File: src/rtl/control_unit.sv
// control_unit -- main decoder for the single-cycle RV32I core.
// Turns opcode/funct3/funct7 into register-file, memory, branch/jump and
// ALU control, flags unsupported encodings, and keeps a sticky record of
// any illegal instruction seen since reset.
// Build option: define CU_OUTPUT_REG_EN to register every decode output
// (control, ALUOp and illegal) for one cycle of latency.
module control_unit (
    input  logic       clk,
    input  logic       rst_n,
    input  logic [6:0] opcode,
    input  logic [2:0] funct3,
    input  logic [6:0] funct7,
    output logic       RegWrite,
    output logic       MemRead,
    output logic       MemWrite,
    output logic       MemtoReg,
    output logic       ALUSrc,
    output logic       Branch,
    output logic       Jal,
    output logic       Jalr,
    output logic [3:0] ALUOp,
    output logic       illegal,
    output logic       illegal_seen
);

    // Major opcodes understood by this core.
    localparam logic [6:0] OP_RTYPE  = 7'b0110011;
    localparam logic [6:0] OP_IALU   = 7'b0010011;
    localparam logic [6:0] OP_LUI    = 7'b0110111;
    localparam logic [6:0] OP_AUIPC  = 7'b0010111;
    localparam logic [6:0] OP_STORE  = 7'b0100011;
    localparam logic [6:0] OP_LOAD   = 7'b0000011;
    localparam logic [6:0] OP_BRANCH = 7'b1100011;
    localparam logic [6:0] OP_JAL    = 7'b1101111;
    localparam logic [6:0] OP_JALR   = 7'b1100111;

    // funct7 values that distinguish base and alternate ALU operations.
    localparam logic [6:0] F7_BASE = 7'b0000000;
    localparam logic [6:0] F7_ALT  = 7'b0100000;

    // ALU operation codes shared with the datapath.
    localparam logic [3:0] ALU_ADD    = 4'b0000;
    localparam logic [3:0] ALU_SUB    = 4'b0001;
    localparam logic [3:0] ALU_SLL    = 4'b0010;
    localparam logic [3:0] ALU_SLT    = 4'b0011;
    localparam logic [3:0] ALU_SLTU   = 4'b0100;
    localparam logic [3:0] ALU_XOR    = 4'b0101;
    localparam logic [3:0] ALU_SRL    = 4'b0110;
    localparam logic [3:0] ALU_SRA    = 4'b0111;
    localparam logic [3:0] ALU_OR     = 4'b1000;
    localparam logic [3:0] ALU_AND    = 4'b1001;
    localparam logic [3:0] ALU_PASS_B = 4'b1010;

    // Maps funct3 onto an ALU operation for R-type and I-ALU instructions.
    // useAlt picks SUB over ADD and SRA over SRL; the caller decides when
    // the alternate form is allowed (ADDI never sets it).
    function automatic logic [3:0] aluFromFunct3(input logic [2:0] f3, input logic useAlt);
        logic [3:0] op;
        op = ALU_ADD;
        case (f3)
            3'b000:  op = useAlt ? ALU_SUB : ALU_ADD;
            3'b001:  op = ALU_SLL;
            3'b010:  op = ALU_SLT;
            3'b011:  op = ALU_SLTU;
            3'b100:  op = ALU_XOR;
            3'b101:  op = useAlt ? ALU_SRA : ALU_SRL;
            3'b110:  op = ALU_OR;
            default: op = ALU_AND;
        endcase
        return op;
    endfunction

    // Maps a branch funct3 onto the comparison the ALU must perform.
    // Equality tests subtract, signed tests use SLT, unsigned tests SLTU.
    function automatic logic [3:0] aluFromBranch(input logic [2:0] f3);
        logic [3:0] op;
        op = ALU_SUB;
        case (f3)
            3'b000, 3'b001: op = ALU_SUB;
            3'b100, 3'b101: op = ALU_SLT;
            3'b110, 3'b111: op = ALU_SLTU;
            default:        op = ALU_SUB;
        endcase
        return op;
    endfunction

    // Raw decode before illegal masking.
    logic       w_decRegWrite;
    logic       w_decMemRead;
    logic       w_decMemWrite;
    logic       w_decMemtoReg;
    logic       w_decAluSrc;
    logic       w_decBranch;
    logic       w_decJal;
    logic       w_decJalr;
    logic [3:0] w_decAluOp;
    logic       w_decIllegal;

    // Decode after illegal masking; this is what leaves the block.
    logic       w_regWrite;
    logic       w_memRead;
    logic       w_memWrite;
    logic       w_memtoReg;
    logic       w_aluSrc;
    logic       w_branch;
    logic       w_jal;
    logic       w_jalr;
    logic [3:0] w_aluOp;
    logic       w_illegal;

    // Illegal flag as seen at the output pins, in either build.
    logic       w_illegalOut;

    // Sticky illegal-instruction record.
    logic       r_illegalSeen;

    // Per-opcode decode: set the class controls and work out whether the
    // funct3/funct7 combination is one this core actually supports.
    always_comb begin
        w_decRegWrite = 1'b0;
        w_decMemRead  = 1'b0;
        w_decMemWrite = 1'b0;
        w_decMemtoReg = 1'b0;
        w_decAluSrc   = 1'b0;
        w_decBranch   = 1'b0;
        w_decJal      = 1'b0;
        w_decJalr     = 1'b0;
        w_decAluOp    = ALU_ADD;
        w_decIllegal  = 1'b0;
        case (opcode)
            OP_RTYPE: begin
                w_decRegWrite = 1'b1;
                w_decAluOp    = aluFromFunct3(funct3, funct7 == F7_ALT);
                w_decIllegal  = !((funct7 == F7_BASE) ||
                                  ((funct7 == F7_ALT) &&
                                   ((funct3 == 3'b000) || (funct3 == 3'b101))));
            end
            OP_IALU: begin
                w_decRegWrite = 1'b1;
                w_decAluSrc   = 1'b1;
                w_decAluOp    = aluFromFunct3(funct3,
                                              (funct3 == 3'b101) && (funct7 == F7_ALT));
                if (funct3 == 3'b001) begin
                    w_decIllegal = (funct7 != F7_BASE);
                end else if (funct3 == 3'b101) begin
                    w_decIllegal = !((funct7 == F7_BASE) || (funct7 == F7_ALT));
                end else begin
                    w_decIllegal = 1'b0;
                end
            end
            OP_LUI: begin
                w_decRegWrite = 1'b1;
                w_decAluSrc   = 1'b1;
                w_decAluOp    = ALU_PASS_B;
            end
            OP_AUIPC: begin
                w_decRegWrite = 1'b1;
                w_decAluSrc   = 1'b1;
                w_decAluOp    = ALU_ADD;
            end
            OP_STORE: begin
                w_decMemWrite = 1'b1;
                w_decAluSrc   = 1'b1;
                w_decAluOp    = ALU_ADD;
                w_decIllegal  = (funct3 > 3'b010);
            end
            OP_LOAD: begin
                w_decMemRead  = 1'b1;
                w_decRegWrite = 1'b1;
                w_decMemtoReg = 1'b1;
                w_decAluSrc   = 1'b1;
                w_decAluOp    = ALU_ADD;
                w_decIllegal  = (funct3 == 3'b011) || (funct3 == 3'b110) ||
                                (funct3 == 3'b111);
            end
            OP_BRANCH: begin
                w_decBranch  = 1'b1;
                w_decAluOp   = aluFromBranch(funct3);
                w_decIllegal = (funct3 == 3'b010) || (funct3 == 3'b011);
            end
            OP_JAL: begin
                w_decRegWrite = 1'b1;
                w_decJal      = 1'b1;
                w_decAluOp    = ALU_ADD;
            end
            OP_JALR: begin
                w_decRegWrite = 1'b1;
                w_decJalr     = 1'b1;
                w_decAluSrc   = 1'b1;
                w_decAluOp    = ALU_ADD;
                w_decIllegal  = (funct3 != 3'b000);
            end
            default: begin
                w_decIllegal = 1'b1;
            end
        endcase
    end

    // An illegal encoding must not disturb machine state, so every control
    // line and the ALU code are forced to zero whenever illegal is raised.
    always_comb begin
        w_illegal  = w_decIllegal;
        w_regWrite = w_decRegWrite & ~w_decIllegal;
        w_memRead  = w_decMemRead  & ~w_decIllegal;
        w_memWrite = w_decMemWrite & ~w_decIllegal;
        w_memtoReg = w_decMemtoReg & ~w_decIllegal;
        w_aluSrc   = w_decAluSrc   & ~w_decIllegal;
        w_branch   = w_decBranch   & ~w_decIllegal;
        w_jal      = w_decJal      & ~w_decIllegal;
        w_jalr     = w_decJalr     & ~w_decIllegal;
        w_aluOp    = w_decIllegal ? 4'b0000 : w_decAluOp;
    end

`ifdef CU_OUTPUT_REG_EN
    logic       r_regWrite;
    logic       r_memRead;
    logic       r_memWrite;
    logic       r_memtoReg;
    logic       r_aluSrc;
    logic       r_branch;
    logic       r_jal;
    logic       r_jalr;
    logic [3:0] r_aluOp;
    logic       r_illegal;

    // Output pipeline register: one cycle of latency, cleared by reset.
    always_ff @(posedge clk or negedge rst_n) begin
        if (!rst_n) begin
            r_regWrite <= 1'b0;
            r_memRead  <= 1'b0;
            r_memWrite <= 1'b0;
            r_memtoReg <= 1'b0;
            r_aluSrc   <= 1'b0;
            r_branch   <= 1'b0;
            r_jal      <= 1'b0;
            r_jalr     <= 1'b0;
            r_aluOp    <= 4'b0000;
            r_illegal  <= 1'b0;
        end else begin
            r_regWrite <= w_regWrite;
            r_memRead  <= w_memRead;
            r_memWrite <= w_memWrite;
            r_memtoReg <= w_memtoReg;
            r_aluSrc   <= w_aluSrc;
            r_branch   <= w_branch;
            r_jal      <= w_jal;
            r_jalr     <= w_jalr;
            r_aluOp    <= w_aluOp;
            r_illegal  <= w_illegal;
        end
    end

    assign RegWrite     = r_regWrite;
    assign MemRead      = r_memRead;
    assign MemWrite     = r_memWrite;
    assign MemtoReg     = r_memtoReg;
    assign ALUSrc       = r_aluSrc;
    assign Branch       = r_branch;
    assign Jal          = r_jal;
    assign Jalr         = r_jalr;
    assign ALUOp        = r_aluOp;
    assign w_illegalOut = r_illegal;
`else
    assign RegWrite     = w_regWrite;
    assign MemRead      = w_memRead;
    assign MemWrite     = w_memWrite;
    assign MemtoReg     = w_memtoReg;
    assign ALUSrc       = w_aluSrc;
    assign Branch       = w_branch;
    assign Jal          = w_jal;
    assign Jalr         = w_jalr;
    assign ALUOp        = w_aluOp;
    assign w_illegalOut = w_illegal;
`endif

    assign illegal = w_illegalOut;

    // Sticky flag: once an illegal encoding reaches the output it stays
    // recorded until the next reset.
    always_ff @(posedge clk or negedge rst_n) begin
        if (!rst_n) begin
            r_illegalSeen <= 1'b0;
        end else if (w_illegalOut) begin
            r_illegalSeen <= 1'b1;
        end
    end

    assign illegal_seen = r_illegalSeen;

endmodule

File: config.mk
export PLATFORM = sky130hd
export DESIGN_NAME = control_unit
export DESIGN_NICKNAME = d
export VERILOG_FILES = /design/src/rtl/control_unit.sv
export SDC_FILE = /design/constraint.sdc
export NUM_CORES = 1
export LEC_CHECK = 0
export ABC_AREA = 1
export BUFFER_PORTS_ARGS = -buffer_cell sky130_fd_sc_hd__buf_4
export CORE_MARGIN = 10
export CORE_UTILIZATION = 33
export DETAILED_ROUTE_END_ITERATION = 16
export PLACE_DENSITY = 0.66
export SLEW_MARGIN = 20
export SYNTH_ARGS = -nofsm -noshare
export SYNTH_HDL_FRONTEND = slang
export SYNTH_SLANG_ARGS = --single-unit
File: constraint.sdc
create_clock -name clk -period 4.5 [get_ports clk]
set_input_delay 0.9 -clock clk [delete_from_list [all_inputs] [get_ports clk]]
set_output_delay 0.9 -clock clk [all_outputs]
set_load 0.005 [all_outputs]
==> impl_results.md <==
- First-pass detailed-route iteration total: 4
- Fillers: 201
- # rows: 15
- Setup TNS: 0 ns
- Hold WC Path Type: reg2reg
- Leak: 0.483 nW
- Slew headroom: 0.792
- Nets: 171
- Detail Route Antenna Nets: 0
- IO Port Bufs: 32
- Hold buffers post-CTS: 0
- Final total power: 0.0000520 W
- CP required: 3.60 ns
- Outcome: finished clean
- Worst-case clock skew: 0 ns
- Worst Path Max Fanout: 11
- Mapped Cells: 121
- Final Cycle Share: 0.722
- Grt ovf: 0
- Worst-path cell chain: buf_4, inv_2, nand2_4, nor2_4, nand2_2, inv_1, nor2_1, nand2_2, nand3_2, nor2_2, buf_4
- Via count: 824
- Fmax: 0.308 GHz
- Crit Reg-Reg Endpoint: illegal_seen
- Core Area: 1780 um^2
- Starting DRT DRC Count: 23
- Post-synth top cells: nand2_1 (26), nor2_1 (21), inv_1 (15)
- CP top delay family: simple AND/OR/NAND/NOR gates
- IO Pins: 33
- Post-synth EDFFs: 0
- Seq/Total Area, Yosys: 0.0390
- Crit path from: opcode[3]
- Die Wd: 64.1 um
- Slew @ Worst Pin: 0.310 ns
- Final WL: 1930 um
- Via/cell ratio: 4.71
- Layout Cells excl Fill: 175
- Final setup margin: 1.25 ns
- Drc violations: 0
- Placement Setup Slack: 1.26 ns
- Initial Utilization: 0.360
- CP arrival: 2.35 ns
- Reg2Reg Setup Slack: 3.87 ns
- GPL Wtd Cong: 0.860
- First-pass GRT wire length: 3360 um
- DP Wirelength: 1770 um
- Crit path to: MemRead
- Antenna diodes: 0
- Instance count on the critical path: 11
- Max reg flops: 1
- Post-synth top flop: dfrtp_1
- Mapped Nets: 140
- Gr usage total: 0.0902
- WP buf/inv: 4
- R2R depth: 2
- Post-CTS setup repair buffer count: 0
- Clock Latency Late Sink: 0 ns
- Most common cell in the netlist: nand2_1
- Fin. max-slew vios: 0
- Final Setup Violations: 0
- Routed len/inst: 11.0 um
- Initial antenna violation count: 0
- Dominant cells by area after synthesis: nand2_1 (15%), nor2_1 (12%), nand3_1 (9.4%)
- Minimum hold slack: 0.480 ns
- Crit end category: output port
- Synth warn: 0
- Worst r2r src: illegal_seen
- FF+latch count, synth: 1
- Resize count post-CTS: 0
- Synth area leader: nand2_1
- Critical path class: in2out
- Max cap viols: 0
- Netlist cell types: 21
- Fin crit period: 3.25 ns
- RSZ-0062 raised after global routing: false
- Die Area: 4110 um^2
- Final Hold Viols: 0
- CP peak stage delay: 0.25 ns
- Synth Area per Inst: 5.30 um^2
- Ys async rst share: 1.00
- Synth top area share: 0.152
- Die H: 64.1 um
- Worst vdd ir: 0.0281 mV
- Placed insts: 175
- Cell area after synthesis: 642 um^2
- Pwr per Cell Area: 58.9 nW/um^2
- Share of cells above drive strength 1: 0.420
- Layout area overhead: 37.6%
- CP Launch Type: input pin
- Slowest CP cell: nor2_4
- Largest net degree at the start of global routing: 12
- Worst-path clk slew: 0 ns
- Number of global-route vias before repair: 787
-- metal layers --
| layer | share of wire | global-route usage | wire [um] | up-vias |
|---|---|---|---|---|
| met3 | 0.035 | 0.00523 | 68 | 0 |
| met2 | 0.47 | 0.163 | 913 | 24 |
| li1 | - | - | - | 441 |
| met5 | 0 | 0 | 0 | - |
| met1 | 0.49 | 0.121 | 945 | 359 |
| met4 | 0 | 0 | 0 | 0 |
-- power by group --
group / total [W] / switching, W / internal, W
sequential: 0.00000916 / 0 / 0.00000916
clock: 0 / 0 / 0
combinational: 0.0000428 / 0.0000249 / 0.0000179
total: 0.0000520 / 0.0000249 / 0.0000271
-- how the worst min path moves through the flow --
stage	endpoint	slack [ns]	cells past startpoint	start
after floorplan	illegal_seen	0.48	2	illegal_seen
after global placement	illegal_seen	0.48	2	illegal_seen
after detailed placement	illegal_seen	0.49	2	illegal_seen
after CTS	illegal_seen	0.49	2	illegal_seen
after global routing	illegal_seen	0.52	2	illegal_seen
final	illegal_seen	0.48	2	illegal_seen
-- kinds of logic after synthesis --
family | synth area share
and+or+nand+nor | 0.733
AOI/OAI and AO/OA | 0.0643
buffers and inverters | 0.164
DFF | 0.0390
-- worst register-to-register path: stages (launching register included) --
cell,delay [ns]
dfrtp_1,0.35
inv_1,0.06
nand4_1,0.09
-- final cells by class --
| cell class | instances | area (um^2) | area share |
|---|---|---|---|
| Inverter | 20 | 75.1 | 0.0850 |
| Multi-Input combinational cell | 97 | 512 | 0.579 |
| Sequential cell | 1 | 25.0 | 0.0283 |
| Tap cell | 25 | 31.3 | 0.0354 |
| Timing Repair Buffer | 32 | 240 | 0.272 |
-- cell usage in the layout, fill, tap and decap left out --
cell      n
or2_2     1
nor2_2    9
a21oi_2   1
nand2_1  26
a31oi_1   2
buf_4    32
nand3_2   4
dfrtp_1   1
nand4_1   4
nand2_4   2
inv_2     5
nor2_1   21
nor2_4    2
inv_1    15
o21ai_0   3
nand3_1  12
nor3_2    2
a21oi_1   1
nand2_2   5
nor3_1    2
-- per-stage QoR --
step,utilization,instance area (um^2)
6_report,0.495,883
5_1_grt,0.495,883
4_1_cts,0.495,883
3_5_place_dp,0.495,883
3_3_place_gp,0.495,883
2_1_floorplan,-,642
(Power assumes the default switching activity.)
